$ cat src/rtl/instr_pkg.sv
// Shared instruction-set constants: op_idx numbering, opcode/funct codes and the
// per-op field description consumed by both the field ROM and the encoder.
package instr_pkg;

  localparam int NUM_OPS = 54;

  typedef enum logic [2:0] {
    FMT_R     = 3'd0,
    FMT_I     = 3'd1,
    FMT_J     = 3'd2,
    FMT_COP0  = 3'd3,
    FMT_FIXED = 3'd4
  } fmt_e;

  // op_idx numbering, matching the core's one-hot decode order
  localparam logic [5:0] OP_ADD     = 6'd0;
  localparam logic [5:0] OP_ADDU    = 6'd1;
  localparam logic [5:0] OP_SUB     = 6'd2;
  localparam logic [5:0] OP_SUBU    = 6'd3;
  localparam logic [5:0] OP_AND     = 6'd4;
  localparam logic [5:0] OP_OR      = 6'd5;
  localparam logic [5:0] OP_XOR     = 6'd6;
  localparam logic [5:0] OP_NOR     = 6'd7;
  localparam logic [5:0] OP_SLT     = 6'd8;
  localparam logic [5:0] OP_SLTU    = 6'd9;
  localparam logic [5:0] OP_SLLV    = 6'd10;
  localparam logic [5:0] OP_SRLV    = 6'd11;
  localparam logic [5:0] OP_SRAV    = 6'd12;
  localparam logic [5:0] OP_SLL     = 6'd13;
  localparam logic [5:0] OP_SRL     = 6'd14;
  localparam logic [5:0] OP_SRA     = 6'd15;
  localparam logic [5:0] OP_JR      = 6'd16;
  localparam logic [5:0] OP_JALR    = 6'd17;
  localparam logic [5:0] OP_MFHI    = 6'd18;
  localparam logic [5:0] OP_MFLO    = 6'd19;
  localparam logic [5:0] OP_MTHI    = 6'd20;
  localparam logic [5:0] OP_MTLO    = 6'd21;
  localparam logic [5:0] OP_DIV     = 6'd22;
  localparam logic [5:0] OP_MULTU   = 6'd23;
  localparam logic [5:0] OP_DIVU    = 6'd24;
  localparam logic [5:0] OP_SYSCALL = 6'd25;
  localparam logic [5:0] OP_BREAK   = 6'd26;
  localparam logic [5:0] OP_TEQ     = 6'd27;
  localparam logic [5:0] OP_CLZ     = 6'd28;
  localparam logic [5:0] OP_MUL     = 6'd29;
  localparam logic [5:0] OP_ADDI    = 6'd30;
  localparam logic [5:0] OP_ADDIU   = 6'd31;
  localparam logic [5:0] OP_ANDI    = 6'd32;
  localparam logic [5:0] OP_ORI     = 6'd33;
  localparam logic [5:0] OP_XORI    = 6'd34;
  localparam logic [5:0] OP_SLTI    = 6'd35;
  localparam logic [5:0] OP_SLTIU   = 6'd36;
  localparam logic [5:0] OP_LUI     = 6'd37;
  localparam logic [5:0] OP_BEQ     = 6'd38;
  localparam logic [5:0] OP_BNE     = 6'd39;
  localparam logic [5:0] OP_LW      = 6'd40;
  localparam logic [5:0] OP_SW      = 6'd41;
  localparam logic [5:0] OP_LB      = 6'd42;
  localparam logic [5:0] OP_LBU     = 6'd43;
  localparam logic [5:0] OP_LHU     = 6'd44;
  localparam logic [5:0] OP_LH      = 6'd45;
  localparam logic [5:0] OP_SB      = 6'd46;
  localparam logic [5:0] OP_SH      = 6'd47;
  localparam logic [5:0] OP_BGEZ    = 6'd48;
  localparam logic [5:0] OP_J       = 6'd49;
  localparam logic [5:0] OP_JAL     = 6'd50;
  localparam logic [5:0] OP_MFC0    = 6'd51;
  localparam logic [5:0] OP_MTC0    = 6'd52;
  localparam logic [5:0] OP_ERET    = 6'd53;

  localparam logic [5:0] OPC_SPECIAL  = 6'h00;
  localparam logic [5:0] OPC_REGIMM   = 6'h01;
  localparam logic [5:0] OPC_J        = 6'h02;
  localparam logic [5:0] OPC_JAL      = 6'h03;
  localparam logic [5:0] OPC_BEQ      = 6'h04;
  localparam logic [5:0] OPC_BNE      = 6'h05;
  localparam logic [5:0] OPC_ADDI     = 6'h08;
  localparam logic [5:0] OPC_ADDIU    = 6'h09;
  localparam logic [5:0] OPC_SLTI     = 6'h0A;
  localparam logic [5:0] OPC_SLTIU    = 6'h0B;
  localparam logic [5:0] OPC_ANDI     = 6'h0C;
  localparam logic [5:0] OPC_ORI      = 6'h0D;
  localparam logic [5:0] OPC_XORI     = 6'h0E;
  localparam logic [5:0] OPC_LUI      = 6'h0F;
  localparam logic [5:0] OPC_COP0     = 6'h10;
  localparam logic [5:0] OPC_SPECIAL2 = 6'h1C;
  localparam logic [5:0] OPC_LB       = 6'h20;
  localparam logic [5:0] OPC_LH       = 6'h21;
  localparam logic [5:0] OPC_LW       = 6'h23;
  localparam logic [5:0] OPC_LBU      = 6'h24;
  localparam logic [5:0] OPC_LHU      = 6'h25;
  localparam logic [5:0] OPC_SB       = 6'h28;
  localparam logic [5:0] OPC_SH       = 6'h29;
  localparam logic [5:0] OPC_SW       = 6'h2B;

  localparam logic [5:0] F_SLL     = 6'h00;
  localparam logic [5:0] F_SRL     = 6'h02;
  localparam logic [5:0] F_SRA     = 6'h03;
  localparam logic [5:0] F_SLLV    = 6'h04;
  localparam logic [5:0] F_SRLV    = 6'h06;
  localparam logic [5:0] F_SRAV    = 6'h07;
  localparam logic [5:0] F_JR      = 6'h08;
  localparam logic [5:0] F_JALR    = 6'h09;
  localparam logic [5:0] F_SYSCALL = 6'h0C;
  localparam logic [5:0] F_BREAK   = 6'h0D;
  localparam logic [5:0] F_MFHI    = 6'h10;
  localparam logic [5:0] F_MTHI    = 6'h11;
  localparam logic [5:0] F_MFLO    = 6'h12;
  localparam logic [5:0] F_MTLO    = 6'h13;
  localparam logic [5:0] F_MULTU   = 6'h19;
  localparam logic [5:0] F_DIV     = 6'h1A;
  localparam logic [5:0] F_DIVU    = 6'h1B;
  localparam logic [5:0] F_ADD     = 6'h20;
  localparam logic [5:0] F_ADDU    = 6'h21;
  localparam logic [5:0] F_SUB     = 6'h22;
  localparam logic [5:0] F_SUBU    = 6'h23;
  localparam logic [5:0] F_AND     = 6'h24;
  localparam logic [5:0] F_OR      = 6'h25;
  localparam logic [5:0] F_XOR     = 6'h26;
  localparam logic [5:0] F_NOR     = 6'h27;
  localparam logic [5:0] F_SLT     = 6'h2A;
  localparam logic [5:0] F_SLTU    = 6'h2B;
  localparam logic [5:0] F_TEQ     = 6'h34;
  localparam logic [5:0] F2_CLZ    = 6'h20;
  localparam logic [5:0] F2_MUL    = 6'h02;

  localparam logic [4:0]  COP0_MF     = 5'd0;
  localparam logic [4:0]  COP0_MT     = 5'd4;
  localparam logic [4:0]  REGIMM_BGEZ = 5'd1;
  localparam logic [31:0] ERET_WORD   = 32'h42000018;

  // Field-use masks, ordered {rs, rt, rd, shamt}
  localparam logic [3:0] U_NONE = 4'b0000;
  localparam logic [3:0] U_RS   = 4'b1000;
  localparam logic [3:0] U_RT   = 4'b0100;
  localparam logic [3:0] U_RD   = 4'b0010;
  localparam logic [3:0] U_SH   = 4'b0001;
  localparam logic [3:0] U_RRR  = 4'b1110;

  // Unused fields take their *_fix value, which lets bgez and mfc0/mtc0
  // carry their constant sub-codes in the rt/rs slots.
  typedef struct packed {
    logic       legal;
    fmt_e       fmt;
    logic [5:0] opcode;
    logic [5:0] funct;
    logic       use_rs;
    logic       use_rt;
    logic       use_rd;
    logic       use_sh;
    logic [4:0] rs_fix;
    logic [4:0] rt_fix;
  } field_info_t;

  function automatic field_info_t mk(input fmt_e fmt, input logic [5:0] opcode,
                                     input logic [5:0] funct, input logic [3:0] uses,
                                     input logic [4:0] rs_fix, input logic [4:0] rt_fix);
    field_info_t f;
    f.legal  = 1'b1;
    f.fmt    = fmt;
    f.opcode = opcode;
    f.funct  = funct;
    f.use_rs = uses[3];
    f.use_rt = uses[2];
    f.use_rd = uses[1];
    f.use_sh = uses[0];
    f.rs_fix = rs_fix;
    f.rt_fix = rt_fix;
    return f;
  endfunction

  function automatic field_info_t r_op(input logic [5:0] funct, input logic [3:0] uses);
    return mk(FMT_R, OPC_SPECIAL, funct, uses, 5'd0, 5'd0);
  endfunction

  function automatic field_info_t i_op(input logic [5:0] opcode, input logic [3:0] uses);
    return mk(FMT_I, opcode, 6'h00, uses, 5'd0, 5'd0);
  endfunction

endpackage

$ cat src/rtl/instr_field_rom.sv
// Combinational op_idx -> {format, opcode, funct, field-use} table.
// Indices above the last op return an all-zero entry with legal=0.
module instr_field_rom
  import instr_pkg::*;
(
  input  logic [5:0]  op_idx,
  output field_info_t info
);

  always_comb begin
    info = '0;
    case (op_idx)
      OP_ADD:     info = r_op(F_ADD,     U_RRR);
      OP_ADDU:    info = r_op(F_ADDU,    U_RRR);
      OP_SUB:     info = r_op(F_SUB,     U_RRR);
      OP_SUBU:    info = r_op(F_SUBU,    U_RRR);
      OP_AND:     info = r_op(F_AND,     U_RRR);
      OP_OR:      info = r_op(F_OR,      U_RRR);
      OP_XOR:     info = r_op(F_XOR,     U_RRR);
      OP_NOR:     info = r_op(F_NOR,     U_RRR);
      OP_SLT:     info = r_op(F_SLT,     U_RRR);
      OP_SLTU:    info = r_op(F_SLTU,    U_RRR);
      OP_SLLV:    info = r_op(F_SLLV,    U_RRR);
      OP_SRLV:    info = r_op(F_SRLV,    U_RRR);
      OP_SRAV:    info = r_op(F_SRAV,    U_RRR);
      OP_SLL:     info = r_op(F_SLL,     U_RT | U_RD | U_SH);
      OP_SRL:     info = r_op(F_SRL,     U_RT | U_RD | U_SH);
      OP_SRA:     info = r_op(F_SRA,     U_RT | U_RD | U_SH);
      OP_JR:      info = r_op(F_JR,      U_RS);
      OP_JALR:    info = r_op(F_JALR,    U_RS | U_RD);
      OP_MFHI:    info = r_op(F_MFHI,    U_RD);
      OP_MFLO:    info = r_op(F_MFLO,    U_RD);
      OP_MTHI:    info = r_op(F_MTHI,    U_RS);
      OP_MTLO:    info = r_op(F_MTLO,    U_RS);
      OP_DIV:     info = r_op(F_DIV,     U_RS | U_RT);
      OP_MULTU:   info = r_op(F_MULTU,   U_RS | U_RT);
      OP_DIVU:    info = r_op(F_DIVU,    U_RS | U_RT);
      OP_SYSCALL: info = r_op(F_SYSCALL, U_NONE);
      OP_BREAK:   info = r_op(F_BREAK,   U_NONE);
      OP_TEQ:     info = r_op(F_TEQ,     U_RS | U_RT);
      OP_CLZ:     info = mk(FMT_R, OPC_SPECIAL2, F2_CLZ, U_RRR, 5'd0, 5'd0);
      OP_MUL:     info = mk(FMT_R, OPC_SPECIAL2, F2_MUL, U_RRR, 5'd0, 5'd0);
      OP_ADDI:    info = i_op(OPC_ADDI,  U_RS | U_RT);
      OP_ADDIU:   info = i_op(OPC_ADDIU, U_RS | U_RT);
      OP_ANDI:    info = i_op(OPC_ANDI,  U_RS | U_RT);
      OP_ORI:     info = i_op(OPC_ORI,   U_RS | U_RT);
      OP_XORI:    info = i_op(OPC_XORI,  U_RS | U_RT);
      OP_SLTI:    info = i_op(OPC_SLTI,  U_RS | U_RT);
      OP_SLTIU:   info = i_op(OPC_SLTIU, U_RS | U_RT);
      OP_LUI:     info = i_op(OPC_LUI,   U_RT);
      OP_BEQ:     info = i_op(OPC_BEQ,   U_RS | U_RT);
      OP_BNE:     info = i_op(OPC_BNE,   U_RS | U_RT);
      OP_LW:      info = i_op(OPC_LW,    U_RS | U_RT);
      OP_SW:      info = i_op(OPC_SW,    U_RS | U_RT);
      OP_LB:      info = i_op(OPC_LB,    U_RS | U_RT);
      OP_LBU:     info = i_op(OPC_LBU,   U_RS | U_RT);
      OP_LHU:     info = i_op(OPC_LHU,   U_RS | U_RT);
      OP_LH:      info = i_op(OPC_LH,    U_RS | U_RT);
      OP_SB:      info = i_op(OPC_SB,    U_RS | U_RT);
      OP_SH:      info = i_op(OPC_SH,    U_RS | U_RT);
      OP_BGEZ:    info = mk(FMT_I, OPC_REGIMM, 6'h00, U_RS, 5'd0, REGIMM_BGEZ);
      OP_J:       info = mk(FMT_J, OPC_J,      6'h00, U_NONE, 5'd0, 5'd0);
      OP_JAL:     info = mk(FMT_J, OPC_JAL,    6'h00, U_NONE, 5'd0, 5'd0);
      OP_MFC0:    info = mk(FMT_COP0, OPC_COP0, 6'h00, U_RT | U_RD, COP0_MF, 5'd0);
      OP_MTC0:    info = mk(FMT_COP0, OPC_COP0, 6'h00, U_RT | U_RD, COP0_MT, 5'd0);
      OP_ERET:    info = mk(FMT_FIXED, 6'h00,   6'h00, U_NONE, 5'd0, 5'd0);
      default:    info = '0;
    endcase
  end

endmodule

$ cat src/rtl/instr_encoder.sv
// Encodes one instruction per accepted request into a 32-bit word and emits it
// with its image address through a one-deep registered valid/ready stage.
module instr_encoder
  import instr_pkg::*;
#(
  parameter int ADDR_W = 11
) (
  input  logic              clk,
  input  logic              rst_n,
  input  logic              in_valid,
  output logic              in_ready,
  input  logic [5:0]        op_idx,
  input  logic [4:0]        rs,
  input  logic [4:0]        rt,
  input  logic [4:0]        rd,
  input  logic [4:0]        shamt,
  input  logic [15:0]       imm,
  input  logic [25:0]       target,
  input  logic              base_load,
  input  logic [ADDR_W-1:0] base_addr,
  output logic              out_valid,
  input  logic              out_ready,
  output logic [31:0]       out_instr,
  output logic [ADDR_W-1:0] out_addr,
  output logic              err,
  input  logic              err_clr,
  output logic [15:0]       word_cnt
);

  field_info_t info;
  logic [31:0] word;
  logic [4:0]  rs_f, rt_f, rd_f, sh_f;
  logic        accept, out_hs;

  instr_field_rom u_rom (
    .op_idx (op_idx),
    .info   (info)
  );

  assign in_ready = rst_n & (~out_valid | out_ready);
  assign accept   = in_valid & in_ready;
  assign out_hs   = out_valid & out_ready;

  assign rs_f = info.use_rs ? rs    : info.rs_fix;
  assign rt_f = info.use_rt ? rt    : info.rt_fix;
  assign rd_f = info.use_rd ? rd    : 5'd0;
  assign sh_f = info.use_sh ? shamt : 5'd0;

  always_comb begin
    word = '0;
    case (info.fmt)
      FMT_R, FMT_COP0: word = {info.opcode, rs_f, rt_f, rd_f, sh_f, info.funct};
      FMT_I:           word = {info.opcode, rs_f, rt_f, imm};
      FMT_J:           word = {info.opcode, target};
      FMT_FIXED:       word = ERET_WORD;
      default:         word = '0;
    endcase
  end

  // out_addr doubles as the next-word address while the stage is empty, so a
  // handshake or base_load updates it whether or not a new word arrives.
  always_ff @(posedge clk) begin
    if (!rst_n) begin
      out_valid <= 1'b0;
      out_instr <= '0;
      out_addr  <= '0;
      err       <= 1'b0;
      word_cnt  <= '0;
    end else begin
      if (accept && info.legal) begin
        out_valid <= 1'b1;
        out_instr <= word;
      end else if (out_hs) begin
        out_valid <= 1'b0;
      end

      if (base_load)
        out_addr <= base_addr;
      else if (out_hs)
        out_addr <= out_addr + ADDR_W'(1);

      if (out_hs && word_cnt != 16'hFFFF)
        word_cnt <= word_cnt + 16'd1;

      if (accept && !info.legal)
        err <= 1'b1;
      else if (err_clr)
        err <= 1'b0;
    end
  end

endmodule

$ cat config.mk
export PLATFORM = sky130hd
export DESIGN_NAME = instr_encoder
export DESIGN_NICKNAME = d
export VERILOG_FILES = /design/src/rtl/instr_pkg.sv /design/src/rtl/instr_field_rom.sv /design/src/rtl/instr_encoder.sv
export SDC_FILE = /design/constraint.sdc
export NUM_CORES = 1
export LEC_CHECK = 0
export CAP_MARGIN = 20
export CORE_ASPECT_RATIO = 2
export CORE_MARGIN = 2
export CORE_UTILIZATION = 49
export DETAILED_ROUTE_END_ITERATION = 7
export PLACE_DENSITY = 0.95
export SLEW_MARGIN = 40
export SYNTH_ARGS = -nofsm -noshare
export SYNTH_HDL_FRONTEND = slang
export SYNTH_SLANG_ARGS = --single-unit
$ cat constraint.sdc
create_clock -name clk -period 3.85 [get_ports clk]
set_input_delay 0.385 -clock clk [delete_from_list [all_inputs] [get_ports clk]]
set_output_delay 0.385 -clock clk [all_outputs]
set_load 0.05 [all_outputs]
**Word level (Yosys, flattened, before mapping)**

Memories as Yosys holds them, arrays and structs flattened.
Cells that the tools add are included.

- Bits in registers: 61
- Bits in latches: 0
- Bits in writable memories: 0
- Bits in read-only memories: 1,408
- Output and inout port bits: 62
- Word-level logic and storage cells: 38
- Memories: 1

- $add $sub $neg: 2
- Multiply operators: 0
- Divide/modulo/power cells: 0
- $lt $le $gt $ge: 0
- Equality and inequality tests: 5
- Shift-type cells: 0
- Multiplexer cells: 11
- Bitwise operators: 5
- Reductions and logical operators: 9

Memories:

| name | words | width | rd ports | clocked after memory_dff | write ports | line | text |
|---|---|---|---|---|---|---|---|
| (name not given) | 64 | 22 | 1 | 0 | 0 | instr_field_rom.sv:12 | `case (op_idx)` |

Operators by type and width:

| kind | number |
|---|---|
| case mux 32 bit (4 select lines) | 1 |
| 2-to-1 mux 11 bit | 2 |
| 2-to-1 mux 5 bit | 4 |
| adder 16 x 1 -> 16 bit, second input constant | 1 |
| != test 16 bit, second input constant | 1 |
| adder 11 x 1 -> 11 bit, second input constant | 1 |
| equality test 3 x 2 -> 1 bit, second input constant | 2 |
| nonzero test 2 bit | 3 |
| 2-to-1 mux 1 bit | 4 |
| bitwise AND 1 bit | 3 |
| equality test 3 x 1 -> 1 bit, second input constant | 1 |
| equality test 3 bit, second input constant | 1 |
| logical AND 1 bit | 3 |
| zero test 3 bit | 1 |
| OR reduction 2 bit | 1 |
| zero test 1 bit | 1 |
| inverter 1 bit | 1 |
| bitwise OR 1 bit | 1 |

**Longest topological paths before layout**

- Word-level depth: 6
- Mapped depth: 9

**Hierarchy**

From an unflattened synthesis, not the netlist that was laid out.

- Cell total of the unflattened synthesis: 482
- Area total of the unflattened synthesis: 3,948.8 um^2

By module, submodules not included:

| module | times used | cells an instance | area an instance (um^2) | sequential area each (um^2) |
|---|---|---|---|---|
| instr_encoder | 1 | 352 | 3,075.4 | 1,221.2 |
| instr_field_rom | 1 | 130 | 873.3 | 0.0 |

**Worst setup path before layout**

OpenSTA, ideal clock, no wires.

- Path type: input port to flip-flop
- Start: input op_idx[1]
- End: register out_instr[21]
- Setup time: 0.122 ns
- Data arrival time: 1.960 ns
- Path slack: 1.769 ns
- Stages on the path: 7
- Path buffers: 0
- Cells stage by stage: inv_1 ha_1 nor2b_4 or3_4 and4_4 o21a_1 a221o_1

- Longest elaborated chain between the ends: 4
- Elaborated cells between the ends (all ways): 10
- Classes of those cells: eq/ne: 4; mux: 2; reduce/logical: 3; memory: 1

Ends and longest elaborated chain:

| element | line | text |
|---|---|---|
| from (decl) | instr_encoder.sv:12 | `input logic [5:0] op_idx,` |
| memory (64 x 22 bit) (*) | -- |  |
| equality test 3 x 2 -> 1 bit / zero test 3 bit (equally long branches) | instr_encoder.sv:51 | `case (info.fmt)` |
| OR reduction 2 bit | instr_encoder.sv:51 |  |
| case mux 32 bit (4 select lines) | instr_encoder.sv:51 |  |
| to (signal assigned) | instr_encoder.sv:72 | `out_instr <= word;` |
| to (decl) | instr_encoder.sv:23 | `output logic [31:0] out_instr,` |

Mark *: on every way between the ends. The rest lies on a longest branch, timed or not.
A chain may end at the register's enable or synchronous reset.

**Worst setup path after layout**

- Start: input op_idx[1]
- End: register out_instr[23]

The elaborated chain is that of the path after synthesis.

==> flow_metrics.py <==
metrics = {
    "floorplan": {
        "die_h_um": 132,
        "rows": 46,
        "core-area_um2": 7940,
        "start_util_pct": 50.7,
        "die_area_um2": 9010,
        "design.portCount": 147,
        "die_x_um": 68.1,
    },
    "sta": {
        "rsz0062_at_grt": "no",
        "setup_ws_ps": 827,
        "worst_slew_margin_rel_pct": 49.0,
        "skew_ps": 8.73,
        "finalHoldViolations": 0,
        "slew_viol_final": 0,
        "finalSetupTns_ps": 0,
        "fmaxAchievable_ghz": 0.331,
        "tightest_slew_ps": 763,
        "post-route-period-util_pct": 78.5,
        "fin_crit_ps": 3020,
        "setup_violations": 0,
    },
    "global_routing": {
        "grt_start_max_net_pins": 41,
        "antenna_found_initial": 0,
        "grtUsageTotal_pct": 33.1,
        "grt_pass1_wl_mm": 22.7,
        "overflow": 0,
        "grt_pass1_vias": 4660,
    },
    "yosys": {
        "syn-num-nets": 591,
        "synthCells": 492,
        "synth_edf_count": 0,
        "ys_warn_count": 0,
        "async_flop_share_pct": 0,
        "syn-cell-area_um2": 4030,
        "syn_avg_cell_area_um2": 8.19,
        "ys_seq_area_share_pct": 30.3,
        "ys.flop_type": "dfxtp_1",
        "synth_seq_cells": 61,
        "synth_cell_type_count": 79,
    },
    "detailed_routing": {
        "routedWlPerCell_um": 20.0,
        "drc_errors": 0,
        "final_antenna_net_count": 0,
        "finalWirelength_mm": 14.5,
        "drt_iter0_markers": 402,
        "firstDrtPassIters": 5,
        "via_per_inst": 6.25,
        "via_count": 4538,
    },
    "critical_path": {
        "critPathLaunch": "op_idx[1]",
        "cp.required_ps": 4080,
        "max_stage_delay_ps": 680,
        "path_cells": "clkdlybuf4s50_1 > inv_1 > ha_1 > nor2b_1 > and3_1 > buf_4 > a22oi_1 > a221oi_1",
        "r2r-start": "out_valid$_SDFFE_PN0P_",
        "reg2reg_slack_ps": 1700,
        "crit_arrival_ps": 3260,
        "cp_num_buf_inv": 3,
        "path_delay_family": "buffers and inverters",
        "cp_slowest_cell": "clkdlybuf4s50_1",
        "worstSetupPathType": "in2reg",
        "r2r-end": "word_cnt[7]$_SDFFE_PN0P_",
        "end_kind": "flop",
        "start_kind": "input pin",
        "path_max_fanout": 15,
        "reg2regPathDepth": 5,
    },
    "power_and_ir_drop": {
        "p_per_area_nw_per_um2": 352,
        "ir_drop_v": 0.000287,
        "p_leak_nw": 2.18,
    },
    "final_layout": {
        "final_common_cell": "clkdlybuf4s50_1",
        "n_antenna_cell": 0,
        "drive_above_1_share_pct": 7.14,
        "final_cell_mix": "clkdlybuf4s50_1 (145), dfxtp_1 (61), nand2_1 (48)",
        "area_growth_pct": 43.9,
        "final_cell_count_no_fill": 726,
        "fill_cells": 577,
        "stdcell_area_um2": 5800,
        "fin_nets": 724,
    },
    "clock_network": {
        "cts_sinks": 61,
        "cts_made_buffers": 9,
        "cts-root-buf": "clkbuf_16",
        "post_cts_buffers": 0,
        "clk_pin_slew_worst_paths_ps": 50,
        "insertion_delay_ps": 340,
        "cts_tree": "built",
        "cts_max_path_buffers": 2,
        "htreeDepth": 3,
        "cts_resized": 0,
        "hold_buffers": 0,
    },
    "hold_path": {
        "hold_path_class": "reg2reg",
        "worstHoldEndpoint": "out_instr[29]$_SDFFE_PN0P_",
        "whs_path_depth": 2,
        "hold_path.startpoint": "out_instr[29]$_SDFFE_PN0P_",
    },
    "place": {
        "pre_cts_slack_ps": 548,
        "dp_cells": 710,
        "port_buffers": 146,
        "globalplace.congestion": 0.960,
        "place_area_um2": 5480,
        "hpwl_mm": 10.7,
    },
    "run": {
        "max_cap_violations": 0,
    },
    "outcome": {
        "status": "finished clean",
    },
}
==> tightest hold or removal path: stages, from the launching register on <==
cell and delay [ps]:
dfxtp_1 310, nand2_1 50, a21oi_1 50
==> power breakdown <==
group          leakage, nW  internal [mW]  switching [mW]  total (mW)
Clock                0.158          0.582           0.298       0.880
Combinational         1.52          0.201           0.277       0.477
Sequential           0.497          0.660          0.0220       0.682
==> registers in the layout, summed over array words and instances, names as in the netlist <==
| name | count |
|---|---|
| err | 1 |
| out_addr | 11 |
| out_instr | 32 |
| out_valid | 1 |
| word_cnt | 16 |
==> cell type report <==
| type | instances | area [µm²] | share of cell area, % |
|---|---|---|---|
| Tap cell | 96 | 120 | 2.07 |
| Inverter | 27 | 101 | 1.75 |
| Clock buffer | 10 | 239 | 4.12 |
| Multi-Input combinational cell | 373 | 2520 | 43.5 |
| Sequential cell | 61 | 1220 | 21.1 |
| Timing Repair Buffer | 153 | 1510 | 26.0 |
| Clock inverter | 6 | 86.3 | 1.49 |
==> worst max path at each step <==
stage                                      end  slack [ps]  cells after the start
floorplan           out_instr[21]$_SDFFE_PN0P_        1770                      7
global placement    out_instr[23]$_SDFFE_PN0P_         760                      8
detailed placement  out_instr[13]$_SDFFE_PN0P_         550                      8
CTS                 out_instr[13]$_SDFFE_PN0P_         860                      8
global route        out_instr[15]$_SDFFE_PN0P_         660                      8
finish              out_instr[23]$_SDFFE_PN0P_         830                      8
==> logic make-up (layout without fill, tap and decap cells) <==
family	count (synthesis)	in the layout	share of synthesized area, %
mux	9	9	2.24
fa+ha+maj	14	14	4.35
compound gates	148	148	26.5
flops	61	61	30.3
xor+xnor	16	16	3.48
buf+inv	58	196	7.11
simple gates	186	186	26.0
==> cell usage after synthesis, drive strengths merged (5+ instances only) <==
master,count,area [µm²]
o21a,5,37.5
nor2,30,123
a21oi,29,149
nor4,5,37.5
and4,6,55.1
a22o,5,43.8
nand3,14,70.1
or3,11,73.8
o211ai,6,50.1
clkbuf,13,48.8
xnor2,8,70.1
mux2i,9,90.1
a221o,5,50.1
a222oi,5,50.1
and2,8,50.1
nand4,11,81.3
and3,10,62.6
o22ai,9,62.6
o21ai,32,175
nor3,9,50.1
nand2b,13,88.8
inv,27,101
buf,18,136
ha,14,175
nand2,48,180
a211oi,10,75.1
xor2,8,70.1
dfxtp,61,1220
nor2b,10,70.1
a221oi,8,70.1
==> per-stage QoR <==
stage	total power, mW	hold slack, ps	utilization (%)
3_5_place_dp	1.16	452	69.0
3_3_place_gp	1.15	445	69.0
2_1_floorplan	0.969	523	-
4_1_cts	2.03	462	73.1
5_1_grt	2.09	487	73.0
6_report	2.04	460	73.0
==> routing by layer <==
metal,track usage (%),part of all wire [%]
met1,32.4,33
met2,58.6,54
met3,7.26,6.5
met4,21.6,6.1
met5,0,0
(Power assumes the default switching activity.)
